File: config.mk
export PLATFORM = sky130hd
export DESIGN_NAME = bram_uart_sender
export DESIGN_NICKNAME = d
export VERILOG_FILES = /design/src/rtl/frame_pkg.sv /design/src/rtl/byte_pacer.sv /design/src/rtl/bram_uart_sender.sv
export SDC_FILE = /design/constraint.sdc
export NUM_CORES = 1
export LEC_CHECK = 0
export CAP_MARGIN = 20
export CORE_MARGIN = 5
export CORE_UTILIZATION = 55
export DETAILED_ROUTE_END_ITERATION = 10
export HOLD_SLACK_MARGIN = 0.05
export PLACE_DENSITY_LB_ADDON = 0.25
export RECOVER_POWER = 25
export SKIP_CTS_REPAIR_TIMING = 1
export SYNTH_ARGS = -nofsm -noshare
export SYNTH_HDL_FRONTEND = slang
export SYNTH_SLANG_ARGS = --single-unit
File: constraint.sdc
create_clock -name clk -period 2.8 [get_ports clk]
set_input_delay 0.56 -clock clk [delete_from_list [all_inputs] [get_ports clk]]
set_output_delay 0.56 -clock clk [all_outputs]
set_load 0.03 [all_outputs]
File: src/rtl/frame_pkg.sv
// rtl/frame_pkg.sv - frame constants and sender state encoding shared by the frame sender and receiver
package frame_pkg;
    localparam logic [7:0] FRAME_HEADER = 8'h01;
    localparam int         FRAME_LEN    = 64;

    typedef enum logic [3:0] {
        ST_IDLE,
        ST_HDR,
        ST_RD,
        ST_RD_WAIT,
        ST_SEND,
        ST_WAIT_HI,
        ST_WAIT_LO,
        ST_GAP,
        ST_FIN
    } sender_state_t;
endpackage

File: src/rtl/byte_pacer.sv
// rtl/byte_pacer.sv - hands one byte to uart_basic, waits out its busy window plus an optional idle gap
module byte_pacer
    import frame_pkg::*;
#(
    parameter int INTER_BYTE_DELAY = 0
) (
    input  logic       clk,
    input  logic       reset,
    input  logic       load,
    input  logic [7:0] byte_in,
    input  logic       tx_busy,
    output logic       tx_start,
    output logic [7:0] tx_data,
    output logic       byte_done
);
    localparam int DLY_W = (INTER_BYTE_DELAY > 0) ? $clog2(INTER_BYTE_DELAY + 1) : 1;
    localparam logic [DLY_W-1:0] DLY_LAST =
        (INTER_BYTE_DELAY > 0) ? DLY_W'(INTER_BYTE_DELAY - 1) : '0;

    sender_state_t    state_q;
    logic             tx_start_q;
    logic [7:0]       tx_data_q;
    logic             byte_done_q;
    logic [DLY_W-1:0] dly_q;
    logic [DLY_W-1:0] dly_d;

    assign dly_d = dly_q + 1'b1;

    always_ff @(posedge clk) begin
        if (reset) begin
            state_q     <= ST_IDLE;
            tx_start_q  <= 1'b0;
            tx_data_q   <= 8'h00;
            byte_done_q <= 1'b0;
            dly_q       <= '0;
        end else begin
            tx_start_q  <= 1'b0;
            byte_done_q <= 1'b0;
            case (state_q)
                ST_IDLE: begin
                    if (load) begin
                        tx_data_q <= byte_in;
                        state_q   <= ST_SEND;
                    end
                end
                ST_SEND: begin
                    if (!tx_busy) begin
                        tx_start_q <= 1'b1;
                        state_q    <= ST_WAIT_HI;
                    end
                end
                // uart_basic may take a few cycles to raise busy; never re-send meanwhile
                ST_WAIT_HI: begin
                    if (tx_busy) begin
                        state_q <= ST_WAIT_LO;
                    end
                end
                ST_WAIT_LO: begin
                    if (!tx_busy) begin
                        if (INTER_BYTE_DELAY == 0) begin
                            byte_done_q <= 1'b1;
                            state_q     <= ST_IDLE;
                        end else begin
                            dly_q   <= '0;
                            state_q <= ST_GAP;
                        end
                    end
                end
                ST_GAP: begin
                    if (dly_q == DLY_LAST) begin
                        byte_done_q <= 1'b1;
                        state_q     <= ST_IDLE;
                    end else begin
                        dly_q <= dly_d;
                    end
                end
                default: state_q <= ST_IDLE;
            endcase
        end
    end

    assign tx_start  = tx_start_q;
    assign tx_data   = tx_data_q;
    assign byte_done = byte_done_q;
endmodule

File: src/rtl/bram_uart_sender.sv
// rtl/bram_uart_sender.sv - sends a header byte then NUM_BYTES BRAM bytes through uart_basic
module bram_uart_sender
    import frame_pkg::*;
#(
    parameter int         NUM_BYTES        = FRAME_LEN,
    parameter int         ADDR_W           = 6,
    parameter logic [7:0] HEADER_BYTE      = FRAME_HEADER,
    parameter int         MEM_LATENCY      = 2,
    parameter int         INTER_BYTE_DELAY = 0
) (
    input  logic              clk,
    input  logic              reset,
    input  logic              start,
    output logic              mem_en,
    output logic [ADDR_W-1:0] mem_addr,
    input  logic [7:0]        mem_dout,
    output logic              tx_start,
    output logic [7:0]        tx_data,
    input  logic              tx_busy,
    output logic              busy,
    output logic              done
);
    localparam logic [ADDR_W-1:0] LAST_ADDR = ADDR_W'(NUM_BYTES - 1);
    localparam logic [1:0]        LAT_LAST  = 2'(MEM_LATENCY - 1);

    sender_state_t     state_q;
    logic [ADDR_W-1:0] cnt_q;
    logic [ADDR_W-1:0] cnt_d;
    logic [1:0]        lat_q;
    logic              hdr_done_q;
    logic              mem_en_q;
    logic [ADDR_W-1:0] mem_addr_q;
    logic              busy_q;
    logic              done_q;
    logic              load;
    logic [7:0]        byte_in;
    logic              byte_done;

    assign cnt_d   = cnt_q + 1'b1;
    assign load    = (state_q == ST_HDR) || ((state_q == ST_RD_WAIT) && (lat_q == LAT_LAST));
    assign byte_in = (state_q == ST_HDR) ? HEADER_BYTE : mem_dout;

    always_ff @(posedge clk) begin
        if (reset) begin
            state_q    <= ST_IDLE;
            cnt_q      <= '0;
            lat_q      <= '0;
            hdr_done_q <= 1'b0;
            mem_en_q   <= 1'b0;
            mem_addr_q <= '0;
            busy_q     <= 1'b0;
            done_q     <= 1'b0;
        end else begin
            mem_en_q <= 1'b0;
            done_q   <= 1'b0;
            case (state_q)
                ST_IDLE: begin
                    if (start) begin
                        cnt_q      <= '0;
                        hdr_done_q <= 1'b0;
                        busy_q     <= 1'b1;
                        state_q    <= ST_HDR;
                    end
                end
                ST_HDR: state_q <= ST_SEND;
                ST_RD: begin
                    lat_q   <= '0;
                    state_q <= ST_RD_WAIT;
                end
                ST_RD_WAIT: begin
                    if (lat_q == LAT_LAST) begin
                        state_q <= ST_SEND;
                    end else begin
                        lat_q <= lat_q + 2'd1;
                    end
                end
                // the pacer owns the uart handshake; the next-byte decision is taken here
                ST_SEND: begin
                    if (byte_done) begin
                        if (!hdr_done_q) begin
                            hdr_done_q <= 1'b1;
                            mem_en_q   <= 1'b1;
                            mem_addr_q <= cnt_q;
                            state_q    <= ST_RD;
                        end else if (cnt_q == LAST_ADDR) begin
                            done_q  <= 1'b1;
                            busy_q  <= 1'b0;
                            state_q <= ST_FIN;
                        end else begin
                            cnt_q      <= cnt_d;
                            mem_en_q   <= 1'b1;
                            mem_addr_q <= cnt_d;
                            state_q    <= ST_RD;
                        end
                    end
                end
                ST_FIN:  state_q <= ST_IDLE;
                default: state_q <= ST_IDLE;
            endcase
        end
    end

    byte_pacer #(
        .INTER_BYTE_DELAY(INTER_BYTE_DELAY)
    ) u_pacer (
        .clk      (clk),
        .reset    (reset),
        .load     (load),
        .byte_in  (byte_in),
        .tx_busy  (tx_busy),
        .tx_start (tx_start),
        .tx_data  (tx_data),
        .byte_done(byte_done)
    );

    assign mem_en   = mem_en_q;
    assign mem_addr = mem_addr_q;
    assign busy     = busy_q;
    assign done     = done_q;
endmodule

; After elaboration in Yosys (flattened, before gate mapping)
; Cells that the tools add are included.
[word_totals]
regBits = 37
inputBits = 12
output_inout_bits = 18
word_cells = 96
[classes]
add_sub_neg = 3
eq_ne = 23
n_mux = 36
bitwise_logic = 4
reduce_logical = 17
[op_table]
columns = operator, count
row1 = 4-bit two-way mux, 10
row2 = 4-bit one-hot mux with 5 select lines, 2
row3 = 6-bit two-way mux, 5
row4 = 2-bit != test (second input constant), 11
row5 = 4-bit by 3-bit == test with 1-bit output (second input constant), 5
row6 = 5-bit AND reduction, 3
row7 = 1-bit two-way mux, 12
row8 = 6-bit one-hot mux with 2 select lines, 1
row9 = 3-bit AND reduction, 3
row10 = 4-bit by 2-bit == test with 1-bit output (second input constant), 2
row11 = 4-bit logical NOT, 2
row12 = 8-bit two-way mux, 1
row13 = 6-bit by 1-bit adder with 6-bit output (second input constant), 1
row14 = 6-bit == test (second input constant), 1
row15 = 1-bit one-hot mux with 2 select lines, 3
row16 = 4-bit by 1-bit == test with 1-bit output (second input constant), 1
row17 = 2-bit by 1-bit != test with 1-bit output (second input constant), 2
row18 = 1-bit inverter, 4
row19 = 2-bit one-hot mux with 2 select lines, 1
row20 = 2-bit AND reduction, 2
row21 = 2-bit nonzero test, 2
row22 = 4-bit OR reduction, 1
row23 = 3-bit OR reduction, 1
row24 = 2-bit by 1-bit adder with 2-bit output (second input constant), 1
row25 = other kinds (6), 6

; Logic depth before layout (Yosys ltp)
[depth]
word_depth = 5
ltp_mapped = 7
mapped_depth_nobuf = 6

; Modules after synthesis
; A second synthesis with hierarchy kept.
[unflattened]
cells_unflattened = 187
hier_area_um2 = 1611.5
[modules_own_cells]
columns = mod, n_inst, cells_each, area_per_inst_um2, seq_area_each_um2
row1 = bram_uart_sender, 1, 134, 1143.6, 440.4
row2 = byte_pacer, 1, 53, 467.9, 260.2

; Worst setup path after synthesis
; Ideal clock, no wire load.
[synth_timing]
path_type = register to register
start = reg cnt_q[0]
end = reg cnt_q[0]
setup_ps = 117
arrival_ps = 1661
required_time_ps = 2683
slack_ps = 1022
stages_incl_launch_ff = 7
path_buffers = 1
path_cell_list = dfxtp_1 > ha_1 > and3_2 > clkbuf_1 > a21oi_1 > mux2_2 > a32o_1
[synth_via]
elab_chain_cells = 5
word_cells_on_any_way = 8
classes_between = 1 x add/sub / 2 x eq/ne / 4 x mux / 1 x reduce/logical
[synth_rtl]
columns = item, line_no
row1 = start: declaration, bram_uart_sender.sv:27  ; logic [ADDR_W-1:0] cnt_q;
row2 = start signal: assignment, bram_uart_sender.sv:90  ; cnt_q <= cnt_d;
row3 = 6-bit by 1-bit adder with 6-bit output, bram_uart_sender.sv:39  ; assign cnt_d = cnt_q + 1'b1;
row4 = 6-bit two-way mux, bram_uart_sender.sv:85  ; end else if (cnt_q == LAST_ADDR) begin
row5 = 6-bit two-way mux, bram_uart_sender.sv:80  ; if (!hdr_done_q) begin
row6 = 6-bit two-way mux, bram_uart_sender.sv:79  ; if (byte_done) begin
row7 = 6-bit one-hot mux with 2 select lines, bram_uart_sender.sv:56  ; case (state_q)
; Parallel ways exist; a longest one is shown, timed or not. The select of a mux whose other input is x is not followed.
; A chain may end at the register's enable or synchronous reset.

==> results.py <==
metrics = {
    "outcome": {
        "status": "completed",
    },
    "global_route": {
        "grt-ovfl-total": 0,
        "antenna_found_initial": 0,
        "grt_max_degree": 22,
        "grt_pass1_wl_um": 5980,
        "grt_pass1_vias": 1329,
        "track_usage_pct": 18.6,
    },
    "power": {
        "ir_worst_vdd_v": 0.000533,
        "p_leak_nw": 0.687,
        "seqPwrFrac_pct": 53.9,
        "p_sw_share_pct": 27.3,
        "comb_power_share_pct": 14.7,
        "clkPwrFrac_pct": 31.4,
        "power_density_mw_per_mm2": 514,
        "power.switching_mw": 0.272,
        "p_int_mw": 0.724,
    },
    "final_layout": {
        "fin_util_pct": 69.7,
        "fillers": 225,
        "final_layout_size_suffix_gt1_share_pct": 9.50,
        "layout_common_cells": "dfxtp_1, clkdlybuf4s50_1, nor2_1",
        "diodes": 0,
        "mostFrequentLayoutCell": "dfxtp_1",
        "fin_nets": 213,
        "areaGrowthSynthToFinish_pct": 20.6,
    },
    "place": {
        "port_buffers": 29,
        "gp_congestion": 0.872,
        "hpwl_um": 2580,
    },
    "timing": {
        "timing.final.crit_share_pct": 71.8,
        "worst_pin_slew_ns": 0.995,
        "setup_violations": 0,
        "period_minus_slack_ns": 2.01,
        "tns_ns": 0,
        "fin_worst_skew_ns": 0.00688,
        "relSlewSlack_pct": 33.7,
        "fmax_mhz": 497,
        "drv_slew": 0,
        "hold_viol_final": 0,
        "rsz0062_at_grt": "false",
    },
    "worst_setup_path": {
        "crit_path_max_incr_delay_ns": 0.77,
        "endpoint_kind": "register",
        "slowest_stage": "clkbuf_1",
        "reg2reg_from": "state_q[3]",
        "cp-start-kind": "input pin",
        "critPathKind": "input pin to register",
        "cp.required_ns": 3.04,
        "rr_endpoint": "mem_addr[5]",
        "path_cells": "dlygate4sd3_1 -> clkbuf_1 -> a21oi_1 -> nor4b_1",
        "cp.arrival_ns": 2.25,
        "rr_worst_depth": 4,
        "path_max_fanout": 21,
        "r2r_slack_ns": 0.84,
    },
    "detailed_routing": {
        "met1_length_um": 1400,
        "wl_met3_um": 149,
        "top_layer_used": "met4",
        "met2_wirelength_um": 1840,
        "vias": 1383,
        "wl_um": 3450,
        "drt_pass1_iterations": 6,
        "drc": 0,
        "ant_nets": 0,
        "drt-initial-drc-count": 39,
        "wire_per_inst_um": 15.0,
        "drt-vias-per-instance": 5.99,
    },
    "cts": {
        "clk_pin_slew_ns": 0.10,
        "clk_latency_ns": 0.35,
        "cts_sinks": 35,
        "cts_tree": "done",
        "cts_buffers": 5,
        "cts_buffer_depth": 2,
        "root_buffer": "clkbuf_4",
        "cts_htree_levels": 2,
    },
    "hold_path": {
        "hold_start": "busy",
        "min_path_cells": 2,
        "hold_path_class": "register to register",
        "hold-path-endpoint": "busy",
    },
    "floorplan": {
        "initial_core_util_pct": 57.8,
        "ioPinCount": 30,
        "design.die.area_mm2": 0.00410,
        "die_y_um": 64.1,
        "die_w_um": 64.1,
        "num_rows": 19,
        "core_mm2": 0.00278,
    },
    "logic_synthesis": {
        "synth_cell_types": 47,
        "postSynthAreaPerCell_um2": 9.40,
        "syn_nets": 185,
        "synthArstFlopShare_pct": 0,
        "synth-seq-cells": 35,
        "dominantRegCellSynth": "dfxtp_1",
        "ys_seq_area_share_pct": 43.6,
        "postSynthCellCount": 171,
        "ys_warn_count": 0,
        "syn_area_mm2": 0.00161,
        "synth_edf_count": 0,
    },
    "run": {
        "drv_cap": 0,
    },
}
-- power by group through the flow --
stage / logic [mW] / clock network [mW] / registers [mW]
after global routing: 0.162 / 0.345 / 0.540
final: 0.146 / 0.313 / 0.537
after global placement: 0.142 / 0 / 0.546
after CTS: 0.148 / 0.315 / 0.536
after floorplan: 0.0942 / 0 / 0.551
after detailed placement: 0.147 / 0 / 0.547
-- state kept, by name, indices dropped and copies added (netlist names) --
register / flops
busy: 1
cnt_q: 6
done: 1
hdr_done_q: 1
lat_q: 2
mem_addr: 6
mem_en: 1
state_q: 4
u_pacer.byte_done: 1
u_pacer.state_q: 3
u_pacer.tx_data: 8
u_pacer.tx_start: 1
-- logic make-up after synthesis --
kind of cell	share of synthesized area, %
fa+ha+maj	1.56
mux	1.95
compound gates	20.8
buf+inv	5.68
xor+xnor	3.27
simple gates	23.2
flops	43.6
-- synth_stat cells (all sizes together), types with 2 or more instances --
library cell | count | share of area, %
xor2 | 4 | 2.2
a221o | 3 | 1.9
nor2b | 6 | 2.3
nor4 | 5 | 1.9
a21oi | 8 | 2.5
nor2 | 19 | 4.4
nor3 | 6 | 1.9
nor4b | 2 | 1.1
buf | 4 | 2.4
o21ai | 5 | 1.6
and3 | 4 | 1.7
xnor2 | 2 | 1.1
ha | 2 | 1.6
mux2i | 2 | 1.2
nand2 | 10 | 2.3
dfxtp | 35 | 44
inv | 6 | 1.4
and2 | 5 | 2.0
a22oi | 8 | 3.7
nand3 | 4 | 1.2
a211oi | 8 | 6.2
clkbuf | 3 | 0.70
-- stage by stage --
stage	hold WS [ns]	setup slack [ns]	cells	total power [mW]	area [µm²]
after floorplan	0.456	1.02	171	0.645	1610
after global placement	0.461	0.794	223	0.688	1880
after detailed placement	0.468	0.698	223	0.694	1880
after CTS	0.480	0.843	231	0.999	1940
after global routing	0.504	0.665	231	1.05	1940
final	0.479	0.789	231	0.996	1940
-- cell type report --
| cell class | instances | area, µm² | area share [%] |
|---|---|---|---|
| clock buffer | 8 | 68.8 | 3.55 |
| inverter | 6 | 22.5 | 1.16 |
| multi-input combinational | 121 | 815 | 42.0 |
| sequential | 35 | 701 | 36.1 |
| tap | 31 | 38.8 | 2.00 |
| timing repair buffer | 30 | 294 | 15.2 |
-- worst max-delay path, delay by kind of cell --
family | cells | cell delay [ns]
compound gates | 1 | 0.12
buf+inv | 2 | 1.38
simple gates | 1 | 0.20
-- routing by layer --
metal / track usage, % / vias to the layer above
met1: 20.0 / 670
li1: - / 678
met2: 32.5 / 29
met5: 0 / -
met3: 6.13 / 6
met4: 8.57 / 0
-- worst max-delay path by stage --
stage,start,slack [ns],cells after the start,end
global placement,start,0.79,5,cnt_q[2]
CTS,state_q[3],0.84,4,mem_addr[5]
floorplan,cnt_q[0],1.02,6,cnt_q[0]
global route,reset,0.67,4,state_q[0]
finish,reset,0.79,4,state_q[0]
detailed placement,start,0.70,5,cnt_q[5]
Note: power is estimated with default switching activity, not from simulation.
